$ cat src/rtl/keypad_scan_ctrl_if.sv
// Keypad-side and key-event signals of the 4x4 keypad scan controller.
// The controller uses the master modport; the keypad/display side uses the slave modport.
interface keypad_scan_ctrl_if;
  logic [3:0] rows;
  logic [3:0] cols;
  logic       key_valid;
  logic [3:0] key_code;
  logic       key_held;
  logic [3:0] last;
  logic [3:0] lastlast;

  modport master (
    input  rows,
    output cols, key_valid, key_code, key_held, last, lastlast
  );

  modport slave (
    output rows,
    input  cols, key_valid, key_code, key_held, last, lastlast
  );
endinterface

$ cat src/rtl/keypad_scan_ctrl.sv
// 4x4 matrix keypad scanner: walks the active-low columns, debounces the row returns
// and emits one key event per press, keeping the last two accepted codes.
module keypad_scan_ctrl #(
  parameter int SCAN_DIV       = 5000,
  parameter int DEBOUNCE_TICKS = 4
) (
  input  logic               clk,
  input  logic               reset,
  keypad_scan_ctrl_if.master kp
);

  localparam int TW = $clog2(SCAN_DIV);
  localparam int DW = $clog2(DEBOUNCE_TICKS + 1);
  localparam logic [TW-1:0] TICK_LAST = TW'(SCAN_DIV - 1);
  localparam logic [DW-1:0] DEB_DONE  = DW'(DEBOUNCE_TICKS);
  localparam bit            DEB_ONE   = (DEBOUNCE_TICKS == 1);

  typedef enum logic [1:0] {SCAN, PRESS_DEB, HELD, REL_DEB} state_e;

  state_e        state_q, state_d;
  logic [3:0]    sync1_q, rs_q;
  logic [TW-1:0] tick_cnt_q, tick_cnt_d;
  logic [DW-1:0] deb_q, deb_d;
  logic [1:0]    col_q, col_d;
  logic [3:0]    cols_q, cols_d;
  logic [1:0]    row_q, row_d;
  logic          key_valid_q, key_valid_d;
  logic [3:0]    key_code_q, key_code_d;
  logic          key_held_q, key_held_d;
  logic [3:0]    last_q, last_d;
  logic [3:0]    lastlast_q, lastlast_d;

  logic          tick;
  logic          hit;
  logic [1:0]    row_sel;
  logic          row_up;
  logic [DW-1:0] deb_inc;

  assign tick    = (tick_cnt_q == TICK_LAST);
  assign hit     = ~&rs_q;
  assign row_up  = rs_q[row_q];
  assign deb_inc = (deb_q == DEB_DONE) ? deb_q : deb_q + DW'(1);

  always_comb begin
    row_sel = 2'd3;
    if      (!rs_q[0]) row_sel = 2'd0;
    else if (!rs_q[1]) row_sel = 2'd1;
    else if (!rs_q[2]) row_sel = 2'd2;
  end

  always_comb begin
    state_d     = state_q;
    tick_cnt_d  = tick ? '0 : tick_cnt_q + TW'(1);
    deb_d       = deb_q;
    col_d       = col_q;
    cols_d      = cols_q;
    row_d       = row_q;
    key_valid_d = 1'b0;
    key_code_d  = key_code_q;
    key_held_d  = key_held_q;
    last_d      = last_q;
    lastlast_d  = lastlast_q;

    unique case (state_q)
      SCAN: begin
        if (tick && hit) begin
          row_d = row_sel;
          deb_d = DW'(1);
          if (DEB_ONE) begin
            // A single-tick debounce accepts on the detecting tick itself.
            state_d     = HELD;
            deb_d       = '0;
            key_valid_d = 1'b1;
            key_code_d  = {row_sel, col_q};
            last_d      = {row_sel, col_q};
            lastlast_d  = last_q;
            key_held_d  = 1'b1;
          end else begin
            state_d = PRESS_DEB;
          end
        end else if (tick) begin
          col_d  = col_q + 2'd1;
          cols_d = {cols_q[2:0], cols_q[3]};
        end
      end

      PRESS_DEB: begin
        if (tick && !row_up) begin
          deb_d = deb_inc;
          if (deb_inc == DEB_DONE) begin
            state_d     = HELD;
            deb_d       = '0;
            key_valid_d = 1'b1;
            key_code_d  = {row_q, col_q};
            last_d      = {row_q, col_q};
            lastlast_d  = last_q;
            key_held_d  = 1'b1;
          end
        end else if (tick) begin
          state_d = SCAN;
          deb_d   = '0;
          col_d   = col_q + 2'd1;
          cols_d  = {cols_q[2:0], cols_q[3]};
        end
      end

      HELD: begin
        if (tick && row_up) begin
          if (DEB_ONE) begin
            state_d    = SCAN;
            deb_d      = '0;
            key_held_d = 1'b0;
            col_d      = col_q + 2'd1;
            cols_d     = {cols_q[2:0], cols_q[3]};
          end else begin
            state_d = REL_DEB;
            deb_d   = DW'(1);
          end
        end
      end

      REL_DEB: begin
        if (tick && row_up) begin
          deb_d = deb_inc;
          if (deb_inc == DEB_DONE) begin
            state_d    = SCAN;
            deb_d      = '0;
            key_held_d = 1'b0;
            col_d      = col_q + 2'd1;
            cols_d     = {cols_q[2:0], cols_q[3]};
          end
        end else if (tick) begin
          // Row dropped again before the release settled: still the same press.
          state_d = HELD;
          deb_d   = '0;
        end
      end

      default: state_d = SCAN;
    endcase
  end

  // Synchronizer flops reset to the idle (pulled-up) row level so no phantom press follows reset.
  always_ff @(posedge clk or negedge reset) begin
    if (!reset) begin
      sync1_q     <= 4'hF;
      rs_q        <= 4'hF;
      state_q     <= SCAN;
      tick_cnt_q  <= '0;
      deb_q       <= '0;
      col_q       <= 2'd0;
      cols_q      <= 4'b1110;
      row_q       <= 2'd0;
      key_valid_q <= 1'b0;
      key_code_q  <= 4'd0;
      key_held_q  <= 1'b0;
      last_q      <= 4'd0;
      lastlast_q  <= 4'd0;
    end else begin
      sync1_q     <= kp.rows;
      rs_q        <= sync1_q;
      state_q     <= state_d;
      tick_cnt_q  <= tick_cnt_d;
      deb_q       <= deb_d;
      col_q       <= col_d;
      cols_q      <= cols_d;
      row_q       <= row_d;
      key_valid_q <= key_valid_d;
      key_code_q  <= key_code_d;
      key_held_q  <= key_held_d;
      last_q      <= last_d;
      lastlast_q  <= lastlast_d;
    end
  end

  assign kp.cols      = cols_q;
  assign kp.key_valid = key_valid_q;
  assign kp.key_code  = key_code_q;
  assign kp.key_held  = key_held_q;
  assign kp.last      = last_q;
  assign kp.lastlast  = lastlast_q;

endmodule

$ cat src/flat_wrapper.sv
// flat-port wrapper written by rule: the top's interface ports become plain ports
module keypad_scan_ctrl_flat 
#(
  parameter int SCAN_DIV       = 5000,
  parameter int DEBOUNCE_TICKS = 4
)
  (clk, reset, kp_rows, kp_cols, kp_key_valid, kp_key_code, kp_key_held, kp_last, kp_lastlast);
  keypad_scan_ctrl_if kp_i ();
  input  logic clk;
  input  logic reset;
  input wire logic [$bits(kp_i.rows)-1:0] kp_rows;
  output wire logic [$bits(kp_i.cols)-1:0] kp_cols;
  output wire logic [$bits(kp_i.key_valid)-1:0] kp_key_valid;
  output wire logic [$bits(kp_i.key_code)-1:0] kp_key_code;
  output wire logic [$bits(kp_i.key_held)-1:0] kp_key_held;
  output wire logic [$bits(kp_i.last)-1:0] kp_last;
  output wire logic [$bits(kp_i.lastlast)-1:0] kp_lastlast;
  assign kp_i.rows = kp_rows;
  assign kp_cols = kp_i.cols;
  assign kp_key_valid = kp_i.key_valid;
  assign kp_key_code = kp_i.key_code;
  assign kp_key_held = kp_i.key_held;
  assign kp_last = kp_i.last;
  assign kp_lastlast = kp_i.lastlast;
  keypad_scan_ctrl #(.SCAN_DIV(SCAN_DIV), .DEBOUNCE_TICKS(DEBOUNCE_TICKS)) u_core (.clk(clk), .reset(reset), .kp(kp_i));
endmodule
$ cat config.mk
export PLATFORM = sky130hd
export DESIGN_NAME = keypad_scan_ctrl_flat
export DESIGN_NICKNAME = d
export VERILOG_FILES = /design/src/rtl/keypad_scan_ctrl_if.sv /design/src/rtl/keypad_scan_ctrl.sv /design/src/flat_wrapper.sv
export SDC_FILE = /design/constraint.sdc
export NUM_CORES = 1
export LEC_CHECK = 0
export ABC_AREA = 1
export BUFFER_PORTS_ARGS = -buffer_cell sky130_fd_sc_hd__buf_2
export CAP_MARGIN = 10
export CORE_MARGIN = 8
export CORE_UTILIZATION = 58
export DETAILED_ROUTE_END_ITERATION = 7
export PLACE_DENSITY = 0.82
export REMOVE_ABC_BUFFERS = 1
export SYNTH_ARGS = -nofsm -noshare
export SYNTH_HDL_FRONTEND = slang
export SYNTH_SLANG_ARGS = --single-unit
$ cat constraint.sdc
create_clock -name clk -period 1.75 [get_ports clk]
set_input_delay 0.35 -clock clk [delete_from_list [all_inputs] [get_ports clk]]
set_output_delay 0.35 -clock clk [all_outputs]
set_load 0.02 [all_outputs]
==> summary.log, run 1 <==
[status] outcome finished clean
[placed_design] worst slack at placement 0.0385 ns
[critical_path] crit start category flop
[synth] post-synthesis mux area share 0
[detailed_routing] DRC violations left 0
[pwr] power spent charging and discharging nets 0.000388 W
[job] number of max-cap violations 0
[cells_and_area] antenna diode count 0
[critical_path] R2R Setup Slk 0.02 ns
[floorplanning] floorplan die width 78.0 µm
[clocking] buffer depth of the longest clock path 2
[placed_design] count of input and output buffers 23
[cells_and_area] fillcell total 274
[global_route] total grt overflow 0
[timing] number of max-slew violations in the final report 0
[clocking] clock latency on the worst-skew pair 0.30 ns
[pwr] sum of internal, switching and leakage power 0.00172 W
[synth] Post-Synth XOR/XNOR Area 0.0275
[synth] Synth Area in Compound Gates 0.0545
[critical_path] critical path arrival 1.98 ns
[pwr] highest ir drop seen on vdd 537 µV
[synth] simple-gate share of the synthesized area 0.323
[pwr] LEAKAGE 1.33 nW
[floorplanning] height of the die 78.0 µm
[clocking] Num CTS Buffers 5
[placed_design] routability-driven placement congestion ratio 0.841
[detailed_routing] wire length reported by the detailed router 4710 µm
[placed_design] post-detail-place hpwl 3190 µm
[timing] Hold Worst Slack 0.135 ns
[synth] warning count from the yosys run 0
[synth] count of state elements after synthesis 44
[synth] sequential share of the synthesized area 0.501
[timing] max-slew headroom at the worst pin 0.781
[synth] Post-Synth Adder-Cell Area 0.0169
[detailed_routing] overall via count from detail_route 1798
[clocking] deepest level of the CTS H-tree 2
[detailed_routing] routed wirelength normalized by instance count 13.6 µm
[timing] worst setup slack after layout 0.0188 ns
[global_route] first-pass GRT wire length 7250 µm
[cells_and_area] FF+latch area 1120 µm²
[synth] post-synthesis cell count 255
[pwr] fraction of power spent switching nets 0.226
[critical_path] R2R Path Start u_core.tick_cnt_q[1]$_DFF_PN0_
[synth] area of the mapped netlist 2230 µm²
[floorplanning] effective utilization at floorplan 0.603
[global_route] vias in the first global route 1631
[critical_path] termination of the worst setup path u_core.state_q[1]$_DFFE_PN0P_
[critical_path] crit-path max FO 5
[critical_path] length in cells of the worst reg-to-reg path 9
[floorplanning] I/O pin count 24
[clocking] Clock Root Buffer sky130_fd_sc_hd__clkbuf_8
[timing] slew at the pin with the worst max-slew slack 0.329 ns
[detailed_routing] remaining antenna violation count after routing 0
[timing] Fin Clk Skew 0.00953 ns
[floorplanning] core region area 3690 µm²
[floorplanning] overall die area 6080 µm²
[global_route] antenna violations before repair 0
[critical_path] worst reg2reg path endpoint u_core.state_q[1]$_DFFE_PN0P_
[synth] post-synthesis area per instance 8.73 µm²
[global_route] Global Route Usage Sum 0.147
[critical_path] critical path class reg2reg
[cells_and_area] final net count 306
[timing] total negative slack 0 ns
[synth] post-synth cell types 31
[timing] achievable frequency 0.578 GHz
[worst_hold_path] Hold Path Class in2reg
[cells_and_area] area added between synthesis and finish 19.3%
[timing] final period demand of the worst path 1.73 ns
[clocking] clock tree from TritonCTS yes
[pwr] Comb pwr share 0.025
[timing] total of endpoints with negative setup slack in the final report 0
[detailed_routing] number of search-and-repair iterations in the first detailed-routing pass 4
[detailed_routing] initial DRC count 80
[cells_and_area] top library cells by usage in the layout, fill and taps aside sky130_fd_sc_hd__nand2_1, sky130_fd_sc_hd__inv_1, sky130_fd_sc_hd__dfrtp_1, sky130_fd_sc_hd__buf_2, sky130_fd_sc_hd__nand3_1
[timing] Period Utilization, post-route 0.989
[floorplanning] row cnt 22
[global_route] maximum number of pins on one net before global-route repair 18
[pwr] clock share of power 0.370
[critical_path] required time of the worst setup path 1.99 ns
[detailed_routing] routed via count divided by cell count 5.20
[cells_and_area] final core utilization 0.720
[timing] RSZ-0062 raised after global routing true
[cells_and_area] share of cells above drive strength 1 0.346
[cells_and_area] area taken by multi-input logic gates 1020 µm²
[cells_and_area] commonest non-fill, non-tap cell in the layout sky130_fd_sc_hd__nand2_1
[pwr] internal power component 0.00133 W
[pwr] sequential share of power 0.605
[timing] total count of hold-check failures in the final report 0
[critical_path] crit path capture type flop
[synth] combinational family with the most area after synthesis simple AND/OR/NAND/NOR gates
[clocking] Worst-path clk slew 0.09 ns
[clocking] CTS sink cnt 44
[pwr] total power divided by cell area 647 nW/µm²
[critical_path] Critical path origin u_core.tick_cnt_q[1]$_DFF_PN0_
layer usage:
layer | track usage | wire length [µm] | vias to the layer above
met5 | 0 | 0 | -
met4 | 0.0778 | 87 | 0
met3 | 0.0403 | 246 | 9
met2 | 0.217 | 2280 | 44
met1 | 0.192 | 2090 | 857
li1 | - | - | 888
synth_stat cells (all sizes together):
library cell  count  area (µm²)
nand3            20         123
nor2             28         164
o21ai            18        93.8
a21oi             2        10.0
nand4             8        71.3
nand2            74         318
nand3b            2        15.0
buf               4        30.0
xnor2             1        8.76
dfrtp            33         826
o21bai            1        11.3
or2               1        6.26
inv              38         143
nor3              3        15.0
xor2              6        52.6
ha                3        37.5
and3              1        6.26
dfstp            11         289
a31oi             1        6.26
state kept, by name, indices dropped and copies added, names as in the netlist:
register and flops:
u_core.sync1_q 4, u_core.col_q 2, u_core.deb_q 3, u_core.tick_cnt_q 13, u_core.kp.cols 4, u_core.row_q 2
u_core.kp.key_code 4, u_core.kp.lastlast 4, u_core.kp.key_valid 1, u_core.rs_q 4, u_core.kp.key_held 1, u_core.state_q 2
per-stage QoR:
step           instance area [µm²]  cells
3_5_place_dp                  2390    325
2_1_floorplan                 2200    251
5_1_grt                       2660    346
4_1_cts                       2500    334
3_3_place_gp                  2390    325
6_report                      2660    346
area by class of cell:
| type | instances | share of cell area |
|---|---|---|
| repair buffers | 37 | 0.0839 |
| well taps | 48 | 0.0226 |
| flip-flops and latches | 44 | 0.420 |
| multi-input cells | 171 | 0.385 |
| clock buffers | 5 | 0.0259 |
| inverters | 38 | 0.0537 |
| clock inverters | 3 | 0.00895 |
critical path: stages, from the launching register on:
cell	delay (ns)
sky130_fd_sc_hd__dfrtp_1	0.39
sky130_fd_sc_hd__ha_2	0.22
sky130_fd_sc_hd__nand2_4	0.07
sky130_fd_sc_hd__nor2_2	0.19
sky130_fd_sc_hd__nand3_4	0.13
sky130_fd_sc_hd__a21oi_1	0.30
sky130_fd_sc_hd__nand3_2	0.14
sky130_fd_sc_hd__nand2_2	0.10
sky130_fd_sc_hd__nand2_1	0.05
sky130_fd_sc_hd__nand2_1	0.07
power by group through the flow:
stage / clock network [W] / registers (W) / logic [W]
after floorplan: 0 / 0.00106 / 0.00000778
after global placement: 0 / 0.00106 / 0.0000370
after detailed placement: 0 / 0.00106 / 0.0000376
after CTS: 0.000657 / 0.00104 / 0.0000396
after global routing: 0.000692 / 0.00104 / 0.0000504
final: 0.000636 / 0.00104 / 0.0000435
logic make-up (layout without fill, tap and decap cells):
logic type,count (synthesis),count (layout)
xor gates and xnor gates,7,7
AOI/OAI and AO/OA,22,22
buffers and inverters,42,83
and+or+nand+nor,137,139
adders and majority gates,3,3
DFF,44,44
what timing repair did:
action / in CTS / in global routing
setup endpoints to repair: 0 / 20
hold buffers: 1 / 0
endpoints found under the hold margin: 2 / 0
buffers inserted: 0 / 10
gates resized for setup: 0 / 19
how the worst min path moves through the flow:
stage / startpoint / cells after the start / end / slack [ns]
2_1_floorplan: reset / 0 / u_core.col_q[0]$_DFFE_PN0P_ / 0.05
3_3_place_gp: reset / 1 / u_core.kp.key_held$_DFFE_PN0P_ / 0.25
3_5_place_dp: reset / 1 / u_core.kp.key_held$_DFFE_PN0P_ / 0.25
4_1_cts: kp_rows[1] / 1 / u_core.sync1_q[1]$_DFF_PN1_ / 0.13
5_1_grt: kp_rows[1] / 1 / u_core.sync1_q[1]$_DFF_PN1_ / 0.12
6_report: kp_rows[1] / 1 / u_core.sync1_q[1]$_DFF_PN1_ / 0.14
Power figures use the tool's default switching activity.
==> run 2: changes to the inputs <==
--- a/config.mk
+++ b/config.mk
@@ -11,7 +11,7 @@
 export CORE_MARGIN = 8
 export CORE_UTILIZATION = 58
 export DETAILED_ROUTE_END_ITERATION = 7
-export PLACE_DENSITY = 0.82
+export PLACE_DENSITY_LB_ADDON = 0.2
 export REMOVE_ABC_BUFFERS = 1
 export SYNTH_ARGS = -nofsm -noshare
 export SYNTH_HDL_FRONTEND = slang
==> summary.log, run 2 (synthesis results as in run 1) <==
[placed_design] worst slack at placement 0.0254 ns [-0.0131 ns]
[timing] total negative slack 0 ns [unchanged]
[critical_path] required time of the worst setup path 1.92 ns [-0.07 ns]
[clocking] deepest level of the CTS H-tree 2 [unchanged]
[detailed_routing] initial DRC count 81 [+1.3%]
[cells_and_area] max reg flops 13 [unchanged]
[timing] final period demand of the worst path 1.65 ns [-0.0792 ns]
[critical_path] worst reg2reg path endpoint u_core.kp.key_held$_DFFE_PN0P_
[floorplanning] core region area 3690 µm² [unchanged]
[timing] total of endpoints with negative setup slack in the final report 0 [unchanged]
[cells_and_area] antenna diode count 0 [unchanged]
[timing] total count of hold-check failures in the final report 0 [unchanged]
[floorplanning] overall die area 6080 µm² [unchanged]
[timing] slew at the pin with the worst max-slew slack 0.538 ns [+0.209 ns]
[global_route] antenna violations before repair 0 [unchanged]
[timing] achievable frequency 0.605 GHz [+4.8%]
[cells_and_area] commonest non-fill, non-tap cell in the layout sky130_fd_sc_hd__nand2_1
[clocking] Num CTS Buffers 5 [unchanged]
[critical_path] R2R Setup Slk 0.1 ns [+0.08 ns]
[global_route] total grt overflow 0 [unchanged]
[timing] worst setup slack after layout 0.0980 ns [+0.0792 ns]
[cells_and_area] top library cells by usage in the layout, fill and taps aside sky130_fd_sc_hd__nand2_1, sky130_fd_sc_hd__dfrtp_1, sky130_fd_sc_hd__inv_1, sky130_fd_sc_hd__buf_2, sky130_fd_sc_hd__nand3_1
[detailed_routing] DRC violations left 0 [unchanged]
[critical_path] crit start category flop
[clocking] CTS sink cnt 44 [unchanged]
[critical_path] critical path, cell by cell ha_2, inv_1, nor2_1, nor2_1, nand2_1, inv_2, nor2_4, nand2_2, nand2_4, nand3_1, nand2_1, o21ai_0
[critical_path] R2R Path Start u_core.deb_q[0]$_DFFE_PN0P_
[floorplanning] effective utilization at floorplan 0.603 [unchanged]
[cells_and_area] finished layout cell area 2610 µm² [-1.8%]
[clocking] clock latency on the worst-skew pair 0.29 ns [about the same]
[clocking] Worst-path clk slew 0.08 ns [about the same]
[critical_path] critical path arrival 1.83 ns [-0.15 ns]
[global_route] Global Route Usage Sum 0.140 [-0.00677]
[cells_and_area] share of cells above drive strength 1 0.329 [-0.0169]
[floorplanning] row cnt 22 [unchanged]
[clocking] clock tree from TritonCTS yes
[timing] Period Utilization, post-route 0.944 [-0.0453]
[critical_path] delay of the slowest cell on the worst path 0.41 ns [+0.02 ns]
[clocking] Clock Root Buffer sky130_fd_sc_hd__clkbuf_8
[critical_path] crit path capture type flop
[pwr] total power divided by cell area 698 nW/µm² [+7.8%]
[detailed_routing] wire length reported by the detailed router 4260 µm [-9.6%]
[detailed_routing] number of search-and-repair iterations in the first detailed-routing pass 5 [+1]
[timing] number of max-slew violations in the final report 0 [unchanged]
[timing] Fin Clk Skew 0.00314 ns [-0.00640 ns]
[critical_path] Top Family by Delay on Critical Path simple AND/OR/NAND/NOR gates
[detailed_routing] overall via count from detail_route 1681 [-6.5%]
[placed_design] count of input and output buffers 23 [unchanged]
[detailed_routing] routed wirelength normalized by instance count 12.6 µm [-7.2%]
[timing] max-slew headroom at the worst pin 0.641 [-0.139]
[detailed_routing] routed via count divided by cell count 4.99 [-4.0%]
[detailed_routing] remaining antenna violation count after routing 0 [unchanged]
[critical_path] slowest cell on the critical path sky130_fd_sc_hd__dfrtp_1
[placed_design] routability-driven placement congestion ratio 0.814 [-3.2%]
[critical_path] count of buffer and inverter cells on the critical path 2 [+2]
[cells_and_area] area added between synthesis and finish 17.1%
[critical_path] length in cells of the worst reg-to-reg path 12 [+3]
[worst_hold_path] Hold Path Class in2async
[pwr] sum of internal, switching and leakage power 0.00182 W [+5.9%]
[critical_path] critical path class reg2reg
[floorplanning] height of the die 78.0 µm [unchanged]
[clocking] buffer depth of the longest clock path 2 [unchanged]
[critical_path] crit-path max FO 8 [+3]
[global_route] first-pass GRT wire length 6980 µm [-3.7%]
[global_route] vias in the first global route 1526 [-6.4%]
[status] outcome finished clean
[cells_and_area] most flop-heavy register u_core.tick_cnt_q
[pwr] LEAKAGE 1.30 nW [-1.7%]
[timing] Hold Worst Slack 0.117 ns [-0.0184 ns]
[job] number of max-cap violations 0 [unchanged]
[cells_and_area] fillcell total 292 [+6.6%]
[global_route] maximum number of pins on one net before global-route repair 45 [+27]
[placed_design] dpl cell area 2380 µm² [-0.63%]
[placed_design] post-detail-place hpwl 3010 µm [-5.7%]
[pwr] highest ir drop seen on vdd 635 µV [+18%]
[floorplanning] I/O pin count 24 [unchanged]
[cells_and_area] final net count 297 [-2.9%]
[floorplanning] floorplan die width 78.0 µm [unchanged]
-- run 2: cell count changes in the layout (fill, tap and decap cells not counted), sizes merged --
cell,delta
clkinvlp,-2
dlygate4sd3,-1
clkbuf,+2
buf,-7
nand3,-1
-- run 2: per-stage QoR --
stage	instances	utilization
final	337	0.707
after global routing	337	0.707
after CTS	331	0.676
after detailed placement	323	0.645
after global placement	323	0.645
after floorplan	251	-
-- run 2: layout make-up --
cell class | count | area, µm² | area share
flip-flops and latches | 44 | 1110 | 0.428
multi-input cells | 170 | 1010 | 0.388
repair buffers | 29 | 160 | 0.0614
inverters | 38 | 145 | 0.0557
clock buffers | 7 | 108 | 0.0413
well taps | 48 | 60.1 | 0.0230
clock inverters | 1 | 8.76 | 0.00336
-- run 2: what timing repair did --
| action | CTS | global route |
|---|---|---|
| resized for setup | 0 | 20 |
| setup buffers | 0 | 5 |
| endpoints found under the hold margin | 0 | 0 |
| hold buffers | 0 | 0 |
| setup endpoints to repair | 0 | 20 |
-- run 2: worst register-to-register path, cell delays in order (launching register included) --
cell and delay [ns]:
sky130_fd_sc_hd__dfrtp_1 0.41, sky130_fd_sc_hd__ha_2 0.20, sky130_fd_sc_hd__inv_1 0.04, sky130_fd_sc_hd__nor2_1 0.09, sky130_fd_sc_hd__nor2_1 0.05, sky130_fd_sc_hd__nand2_1 0.10
sky130_fd_sc_hd__inv_2 0.06, sky130_fd_sc_hd__nor2_4 0.18, sky130_fd_sc_hd__nand2_2 0.09, sky130_fd_sc_hd__nand2_4 0.12, sky130_fd_sc_hd__nand3_1 0.08, sky130_fd_sc_hd__nand2_1 0.05
sky130_fd_sc_hd__o21ai_0 0.06
-- run 2: layer usage --
layer	part of all wire	vias to the layer above	GRT usage	routed length (µm)
met3	0.044	5	0.0415	186
met5	0	-	0	0
met4	0.013	0	0.0519	57
met2	0.43	33	0.199	1840
li1	-	870	-	-
met1	0.51	773	0.197	2180
-- run 2: worst max-delay path by stage --
stage                                               from  slack [ns]                           endpoint  depth (start not counted)
final                        u_core.deb_q[0]$_DFFE_PN0P_         0.1     u_core.kp.key_held$_DFFE_PN0P_                         12
after global routing         u_core.deb_q[0]$_DFFE_PN0P_       -0.02        u_core.col_q[1]$_DFFE_PN0P_                         12
after CTS                    u_core.deb_q[0]$_DFFE_PN0P_        0.02  u_core.kp.key_code[0]$_DFFE_PN0P_                         10
after detailed placement     u_core.deb_q[0]$_DFFE_PN0P_        0.03  u_core.kp.key_code[0]$_DFFE_PN0P_                         10
after global placement    u_core.tick_cnt_q[0]$_DFF_PN0_        0.07      u_core.kp.cols[0]$_DFFE_PN0P_                         11
after floorplan           u_core.tick_cnt_q[0]$_DFF_PN0_        0.19      u_core.kp.cols[0]$_DFFE_PN0P_                         11
-- run 2: where the power goes --
group / internal [W] / switching (W) / leakage (nW)
clock: 0.000409 / 0.000335 / 0.0596
combinational: 0.0000111 / 0.0000278 / 0.683
sequential: 0.00103 / 0.00000505 / 0.562
total: 0.00145 / 0.000367 / 1.30
